==> src/rtl/regfile_sb_if.sv <==
// Bus between the ID/WB pipeline stages and the register file / scoreboard.
// The master drives read addresses, write-back, issue and flush; the slave returns data and busy flags.
interface regfile_sb_if #(
    parameter int DATA_W = 32,
    parameter int ADDR_W = 5
);
    logic [ADDR_W-1:0] raddr1;
    logic [DATA_W-1:0] rdata1;
    logic              busy1;
    logic [ADDR_W-1:0] raddr2;
    logic [DATA_W-1:0] rdata2;
    logic              busy2;
    logic              we;
    logic [ADDR_W-1:0] waddr;
    logic [DATA_W-1:0] wdata;
    logic              iss_valid;
    logic [ADDR_W-1:0] iss_dst;
    logic              flush;
    logic [DATA_W-1:0] dbg_data;

    modport master (
        output raddr1, raddr2, we, waddr, wdata, iss_valid, iss_dst, flush,
        input  rdata1, busy1, rdata2, busy2, dbg_data
    );

    modport slave (
        input  raddr1, raddr2, we, waddr, wdata, iss_valid, iss_dst, flush,
        output rdata1, busy1, rdata2, busy2, dbg_data
    );
endinterface

==> src/rtl/regfile_sb.sv <==
// 2R/1W register file with per-register busy bits for RAW hazard detection in ID,
// optional write-to-read bypass and a hard-wired zero register.
module regfile_sb #(
    parameter int DATA_W   = 32,
    parameter int ADDR_W   = 5,
    parameter int ZERO_REG = 1,
    parameter int BYPASS   = 1,
    parameter int DBG_REG  = 2
) (
    input  logic clk,
    input  logic resetn,
    regfile_sb_if.slave bus
);
    localparam int                DEPTH   = 2 ** ADDR_W;
    localparam bit                ZR      = (ZERO_REG != 0);
    localparam bit                BYP     = (BYPASS != 0);
    localparam logic [ADDR_W-1:0] DBG_IDX = ADDR_W'(DBG_REG);

    logic [DATA_W-1:0] rf [DEPTH];
    logic [DEPTH-1:0]  busy;
    logic [DEPTH-1:0]  busy_nxt;
    logic              wr_en;
    logic              hit1;
    logic              hit2;
    logic              zero1;
    logic              zero2;

    assign wr_en = bus.we && !(ZR && (bus.waddr == '0));

    always_ff @(posedge clk or negedge resetn) begin
        if (!resetn) begin
            for (int i = 0; i < DEPTH; i++) begin
                rf[i] <= '0;
            end
        end else if (wr_en) begin
            rf[bus.waddr] <= bus.wdata;
        end
    end

    // Lowest priority first so later assignments override: WB clear, issue, flush, r0.
    always_comb begin
        busy_nxt = busy;
        if (bus.we) begin
            busy_nxt[bus.waddr] = 1'b0;
        end
        if (bus.iss_valid) begin
            busy_nxt[bus.iss_dst] = 1'b1;
        end
        if (bus.flush) begin
            busy_nxt = '0;
        end
        if (ZR) begin
            busy_nxt[0] = 1'b0;
        end
    end

    always_ff @(posedge clk or negedge resetn) begin
        if (!resetn) begin
            busy <= '0;
        end else begin
            busy <= busy_nxt;
        end
    end

    assign hit1  = BYP && bus.we && (bus.waddr == bus.raddr1);
    assign hit2  = BYP && bus.we && (bus.waddr == bus.raddr2);
    assign zero1 = ZR && (bus.raddr1 == '0);
    assign zero2 = ZR && (bus.raddr2 == '0);

    // Outputs are forced low during reset so a bypassed write cannot leak through.
    always_comb begin
        bus.rdata1 = '0;
        bus.busy1  = 1'b0;
        if (resetn && !zero1) begin
            bus.rdata1 = hit1 ? bus.wdata : rf[bus.raddr1];
            bus.busy1  = busy[bus.raddr1] && !hit1;
        end
    end

    always_comb begin
        bus.rdata2 = '0;
        bus.busy2  = 1'b0;
        if (resetn && !zero2) begin
            bus.rdata2 = hit2 ? bus.wdata : rf[bus.raddr2];
            bus.busy2  = busy[bus.raddr2] && !hit2;
        end
    end

    assign bus.dbg_data = resetn ? rf[DBG_IDX] : '0;
endmodule

==> src/flat_wrapper.sv <==
// flat-port wrapper written by rule: the top's interface ports become plain ports
module regfile_sb_flat 
#(
    parameter int DATA_W   = 32,
    parameter int ADDR_W   = 5,
    parameter int ZERO_REG = 1,
    parameter int BYPASS   = 1,
    parameter int DBG_REG  = 2
)
  (clk, resetn, bus_raddr1, bus_raddr2, bus_we, bus_waddr, bus_wdata, bus_iss_valid, bus_iss_dst, bus_flush, bus_rdata1, bus_busy1, bus_rdata2, bus_busy2, bus_dbg_data);
  regfile_sb_if #(.DATA_W(DATA_W), .ADDR_W(ADDR_W)) bus_i ();
  input  logic clk;
  input  logic resetn;
  input wire logic [$bits(bus_i.raddr1)-1:0] bus_raddr1;
  input wire logic [$bits(bus_i.raddr2)-1:0] bus_raddr2;
  input wire logic [$bits(bus_i.we)-1:0] bus_we;
  input wire logic [$bits(bus_i.waddr)-1:0] bus_waddr;
  input wire logic [$bits(bus_i.wdata)-1:0] bus_wdata;
  input wire logic [$bits(bus_i.iss_valid)-1:0] bus_iss_valid;
  input wire logic [$bits(bus_i.iss_dst)-1:0] bus_iss_dst;
  input wire logic [$bits(bus_i.flush)-1:0] bus_flush;
  output wire logic [$bits(bus_i.rdata1)-1:0] bus_rdata1;
  output wire logic [$bits(bus_i.busy1)-1:0] bus_busy1;
  output wire logic [$bits(bus_i.rdata2)-1:0] bus_rdata2;
  output wire logic [$bits(bus_i.busy2)-1:0] bus_busy2;
  output wire logic [$bits(bus_i.dbg_data)-1:0] bus_dbg_data;
  assign bus_i.raddr1 = bus_raddr1;
  assign bus_i.raddr2 = bus_raddr2;
  assign bus_i.we = bus_we;
  assign bus_i.waddr = bus_waddr;
  assign bus_i.wdata = bus_wdata;
  assign bus_i.iss_valid = bus_iss_valid;
  assign bus_i.iss_dst = bus_iss_dst;
  assign bus_i.flush = bus_flush;
  assign bus_rdata1 = bus_i.rdata1;
  assign bus_busy1 = bus_i.busy1;
  assign bus_rdata2 = bus_i.rdata2;
  assign bus_busy2 = bus_i.busy2;
  assign bus_dbg_data = bus_i.dbg_data;
  regfile_sb #(.DATA_W(DATA_W), .ADDR_W(ADDR_W), .ZERO_REG(ZERO_REG), .BYPASS(BYPASS), .DBG_REG(DBG_REG)) u_core (.clk(clk), .resetn(resetn), .bus(bus_i));
endmodule
==> config.mk <==
export PLATFORM = sky130hd
export DESIGN_NAME = regfile_sb_flat
export DESIGN_NICKNAME = d
export VERILOG_FILES = /design/src/rtl/regfile_sb_if.sv /design/src/rtl/regfile_sb.sv /design/src/flat_wrapper.sv
export SDC_FILE = /design/constraint.sdc
export NUM_CORES = 2
export LEC_CHECK = 0
export BUFFER_PORTS_ARGS = -buffer_cell sky130_fd_sc_hd__buf_2
export CAP_MARGIN = 10
export CORE_ASPECT_RATIO = 0.7
export CORE_MARGIN = 2
export CORE_UTILIZATION = 50
export DETAILED_ROUTE_END_ITERATION = 10
export PLACE_DENSITY_LB_ADDON = 0.25
export SLEW_MARGIN = 20
export SYNTH_ARGS = -nofsm -noshare
export SYNTH_HDL_FRONTEND = slang
export SYNTH_SLANG_ARGS = --single-unit
==> constraint.sdc <==
create_clock -name clk -period 3.6 [get_ports clk]
set_clock_uncertainty 0.2 [all_clocks]
set_input_delay 0.36 -clock clk [delete_from_list [all_inputs] [get_ports clk]]
set_output_delay 0.36 -clock clk [all_outputs]
set_load 0.005 [all_outputs]
* Word level (Yosys, flattened, before mapping)
Cells that the tools add are included.
** Word-level totals
- Word-level logic and storage cells :: 96
- Bits in registers :: 1055
- Input bits :: 57
- Output and inout bits :: 98
** Operators by class
- Reductions and logical operators :: 18
- Mux-type cells :: 27
- Order comparisons :: 10
- Equal/unequal tests :: 2
- Bitwise operators :: 6
** Operators by type and width (number)
- $bwmux W1024 :: 1
- $mux W32 :: 13
- $bmux W32 S5 :: 2
- $demux W32 S5 :: 1
- $and A32 B32 Y32 :: 1
- $not A32 Y32 :: 1
- $or A32 B32 Y32 :: 1
- $lt A5 B6 Y1 const B :: 4
- $ge A6 B6 Y1 const B :: 3
- $not A5 Y6 :: 3
- $logic_not A5 Y1 :: 3
- $bmux W1 S5 :: 2
- $demux W1 S5 :: 2
- $eq A5 B5 Y1 :: 2
- $ge A5 B1 Y1 const B :: 2
- $logic_and A1 B1 Y1 :: 10
- $lt A6 B1 Y1 const B :: 1
- $mux W1 :: 6
- $logic_not A1 Y1 :: 5

* Longest topological paths before layout
- Depth in word-level cells :: 10
- Gate-level depth with buffers :: 9
- Gate-level depth less buffers :: 5

* Least setup slack after synthesis
OpenSTA, ideal clock, no wires.
- Path type :: input port to output port
- Start :: in bus_raddr2[1]
- End :: out bus_rdata2[13]
- Buffers on the path :: 4
- Data required time :: 3.040 ns
- Stages :: 8
- Slack :: 1.076 ns
- Data arrival time :: 1.964 ns
- Cell sequence :: buf_4 buf_6 buf_2 clkbuf_1 mux4_2 a22oi_1 a21oi_1 a221o_1
** On the way
- Word-level cells in the longest chain between the ends :: 6
- Elaborated cells between the ends (all ways) :: 11
- Those cells by class :: 1 x eq/ne; 5 x mux; 1 x bitwise; 4 x reduce/logical
** Ends and longest elaborated chain
- start, declared :: RTL line flat_wrapper.sv:15 : input wire logic [$bits(bus_i.raddr2)-1:0] bus_raddr2;
- $not A5 Y6 (implied by the code) :: RTL line regfile_sb.sv:84 : bus.rdata2 = hit2 ? bus.wdata : rf[bus.raddr2];
- $bmux W32 S5 :: RTL line regfile_sb.sv:84
- $mux W32 (implied by the code) (2 in series) :: RTL line regfile_sb.sv:84
- $mux W32 :: RTL line regfile_sb.sv:84
- $mux W32 (*) :: RTL line regfile_sb.sv:83 : if (resetn && !zero2) begin
- end, declared :: RTL line flat_wrapper.sv:24 : output wire logic [$bits(bus_i.rdata2)-1:0] bus_rdata2;
Every way passes the cells marked *; elsewhere a longest branch is shown, timed or not. The select of a mux whose other input is x is not followed.

* Worst setup path after layout
- Start :: in resetn
- End :: out bus_rdata2[0]
** On the way
- Word-level cells in the longest chain between the ends :: 2
** Ends and longest elaborated chain
- start, declared :: RTL line flat_wrapper.sv:13 : input logic resetn;
- $logic_and A1 B1 Y1 :: RTL line regfile_sb.sv:83
- $mux W32 :: RTL line regfile_sb.sv:83
Every way passes these cells.

==> results.json <==
{
  "hp-start": "bus_iss_valid",
  "initial_utilization_pct": 50.5,
  "critical_path_cell_with_the_highest_stage_delay": "buf_4",
  "cp_data_required_time_ns": 3.04,
  "reg2regPathDepth": 3,
  "crit_fanout": 31,
  "irDropWorstVdd_uv": 397,
  "synth_seq_cells": 1055,
  "synth_top_area_share_pct": 45.4,
  "worstPathBufferInverterCount": 5,
  "timing.hold.worst_endpoint": "u_core.busy[20]",
  "cell_chain_critical_path": "dlygate4sd3_1 > buf_8 > buf_4 > o21ai_4 > nor3_2 > buf_4 > a221o_1 > buf_2",
  "dp_hpwl_um": 125000,
  "syn2layout_area_growth_pct": 12.7,
  "synth_top_flop_cell": "dfrtp_1",
  "post_route_cells_drive_above_1_share_pct": 44.5,
  "synth-edff-count": 0,
  "io_buffers": 154,
  "cp_data_arrival_time_ns": 3.02,
  "cts.root.buffer_cell": "clkbuf_16",
  "worst_hold_path_type": "primary input to flip-flop",
  "period_share_pct": 99.3,
  "worst-setup-path-type": "primary input to output pin",
  "route.vias.total": 40600,
  "synthMostInstantiatedCell": "dfrtp_1",
  "detail_route.vias_per_cell": 6.86,
  "r2r_slack_ns": 2.09,
  "power.static_leakage_nw": 29.1,
  "placement_rows": 104,
  "crit_path_max_incr_delay_ns": 0.58,
  "max-slew-margin-rel_pct": 36.6,
  "vias_in_the_first_global_route": 40000,
  "synthesis.nets": 4270,
  "design.die.area_um2": 119000,
  "synth.distinct_cells": 62,
  "cp_common_cell": "buf_4",
  "setup_tns_ns": 0,
  "worst-slew-pin-transition_ns": 0.941,
  "cts_post_setup_buffers_inserted": 0,
  "seq_area_frac_synth_pct": 45.4,
  "design.core.area_um2": 115000,
  "crit-reg2reg-capture": "u_core.busy[2]",
  "fp.dieH_um": 289,
  "drt-pass1-iter-count": 5,
  "finish.utilization_pct": 56.9,
  "hold_violations": 0,
  "startpoint_type": "primary input",
  "synth_largest_area_cell": "dfrtp_1",
  "ioPinCount": 155,
  "cell_area_after_technology_mapping_um2": 58200,
  "wire_length_of_the_first_global_routing_pass_um": 287000,
  "holdPathStages": 5,
  "power_dens_cells_nw_per_um2": 536,
  "cts_max_level": 3,
  "grt.total_usage_pct": 33.0,
  "floorplan.die.width_um": 412,
  "clock_tree_from_tritoncts": "done",
  "finalWirelength_um": 197000,
  "clk_latency_ns": 0.72,
  "outcome": "finished clean",
  "route.antenna.remaining_nets": 0,
  "route.detailed.wl_per_inst_um": 33.3,
  "critical_path.reg2reg.startpoint": "u_core.busy[2]",
  "route.detailed.drc": 0,
  "period_minus_slack_ns": 3.58,
  "finish.net_count": 4343,
  "place.gp.congestion": 0.906,
  "ys_warn_count": 0,
  "critical_path.endpoint_type": "output pin",
  "cts_buf_count": 107,
  "grt_remaining_overflow": 0,
  "fmax_mhz": 280,
  "slew_violations": 0,
  "syn_inst": 4213,
  "rsz_0062_raised_after_global_routing": "false",
  "finalSetupViolCount": 0,
  "synth_common_cells": "dfrtp_1 (1055), mux2_2 (940), mux2i_1 (472), mux4_2 (297), clkbuf_1 (227)",
  "cts_num_sinks": 1055,
  "syn_avg_cell_area_um2": 13.8,
  "path_clk_slew_ns": 0.07,
  "yosys-top-cells-area": "dfrtp_1 (45%), mux2_2 (18%), mux4_2 (12%)",
  "maximum_number_of_pins_on_one_net_before_global_route_repair": 150,
  "worst_path_dominant_cell_family": "buffers and inverters",
  "first_iter_violations": 4478,
  "cts_buffer_depth": 3,
  "ys_async_sr_fraction_pct": 100,
  "timing.max_cap.violations": 0,
  "grt_antenna_before_repair": 14
}
[power by group]
part / total [W] / internal (W) / leakage (nW) / switching [W]
sequential: 0.0159 / 0.0141 / 13.6 / 0.00181
clock: 0.0121 / 0.00711 / 1.86 / 0.00500
combinational: 0.00718 / 0.00396 / 13.7 / 0.00321
total: 0.0351 / 0.0251 / 29.1 / 0.0100
[layout make-up]
cell class                      instances  area [um2]
Clock inverter                         39         626
Sequential cell                      1055       26400
Inverter                                6        28.8
Clock buffer                          158        3140
Fill cell                            9252       49600
Multi-Input combinational cell       2684       29600
Tap cell                             1537        1920
Timing Repair Buffer                  432        3810
Antenna cell                            4        10.0
[worst reg2reg max path, delay by kind of cell, from the launching register on]
| family | cells | cell delay (ns) |
|---|---|---|
| AOI/OAI and AO/OA | 1 | 0.16 |
| and+or+nand+nor | 1 | 0.04 |
| DFF | 1 | 0.40 |
| buffers and inverters | 1 | 0.58 |
[routing by layer]
layer / share of wire [%] / vias up / GRT usage, % / routed length (um)
met5: 0.048 / - / 0 / 95
met4: 4.0 / 16 / 12.2 / 7850
met3: 11 / 489 / 10.1 / 21200
met1: 43 / 21500 / 48.3 / 84900
li1: - / 16500 / - / -
met2: 42 / 2150 / 46.0 / 82600
[sequential cells by signal (all words and copies together) (netlist names)]
name and count:
u_core.busy 31, u_core.rf 1024
[how the worst max path moves through the flow]
stage	start	end	slack, ns	depth (start not counted)
2_1_floorplan	bus_raddr2[1]	bus_rdata2[13]	1.08	8
5_1_grt	u_core.rf[947]	bus_rdata1[19]	0.03	6
3_3_place_gp	bus_raddr1[2]	bus_rdata1[5]	0.08	9
3_5_place_dp	bus_raddr1[0]	bus_rdata1[5]	0.10	9
4_1_cts	bus_raddr1[0]	bus_rdata1[5]	0.09	9
6_report	resetn	bus_rdata2[0]	0.02	8
[timing repair]
action,CTS,global route
resized for setup,0,1
hold buffers,13,0
endpoints found under the hold margin,573,0
endpoints found under the setup margin,0,1
[through the flow]
step / total power (W) / hold WS, ns / area [um2] / setup WS [ns] / instances
final: 0.0351 / 0.0842 / 65500 / 0.0239 / 5915
after global routing: 0.0365 / 0.0643 / 65500 / 0.0268 / 5913
after CTS: 0.0351 / 0.0231 / 65500 / 0.0861 / 5911
after detailed placement: 0.0230 / 0.185 / 61600 / 0.101 / 5701
after global placement: 0.0228 / 0.178 / 61600 / 0.0837 / 5701
after floorplan: 0.0205 / -0.136 / 58200 / 1.08 / 4213
[cell usage in the layout, fill, tap and decap left out, types with 48 or more instances in the layout]
master | netlist | final
mux2i_1 | 472 | 472
dfrtp_1 | 1055 | 1055
a221oi_2 | 70 | 70
buf_12 | 2 | 69
mux4_2 | 297 | 297
a21oi_1 | 114 | 114
a221oi_1 | 105 | 105
clkbuf_16 | 0 | 110
buf_4 | 43 | 199
o21ai_0 | 48 | 48
buf_2 | 114 | 146
mux2_1 | 54 | 54
a211oi_1 | 56 | 56
a22oi_1 | 85 | 85
mux2_2 | 940 | 940
[cell families after synthesis]
family	after synthesis	share of synthesized area, %
mux	1763	38.9
flops	1055	45.4
compound gates	698	9.59
buf+inv	474	4.08
simple gates	213	1.90
xor+xnor	10	0.151
Power figures use the tool's default switching activity.
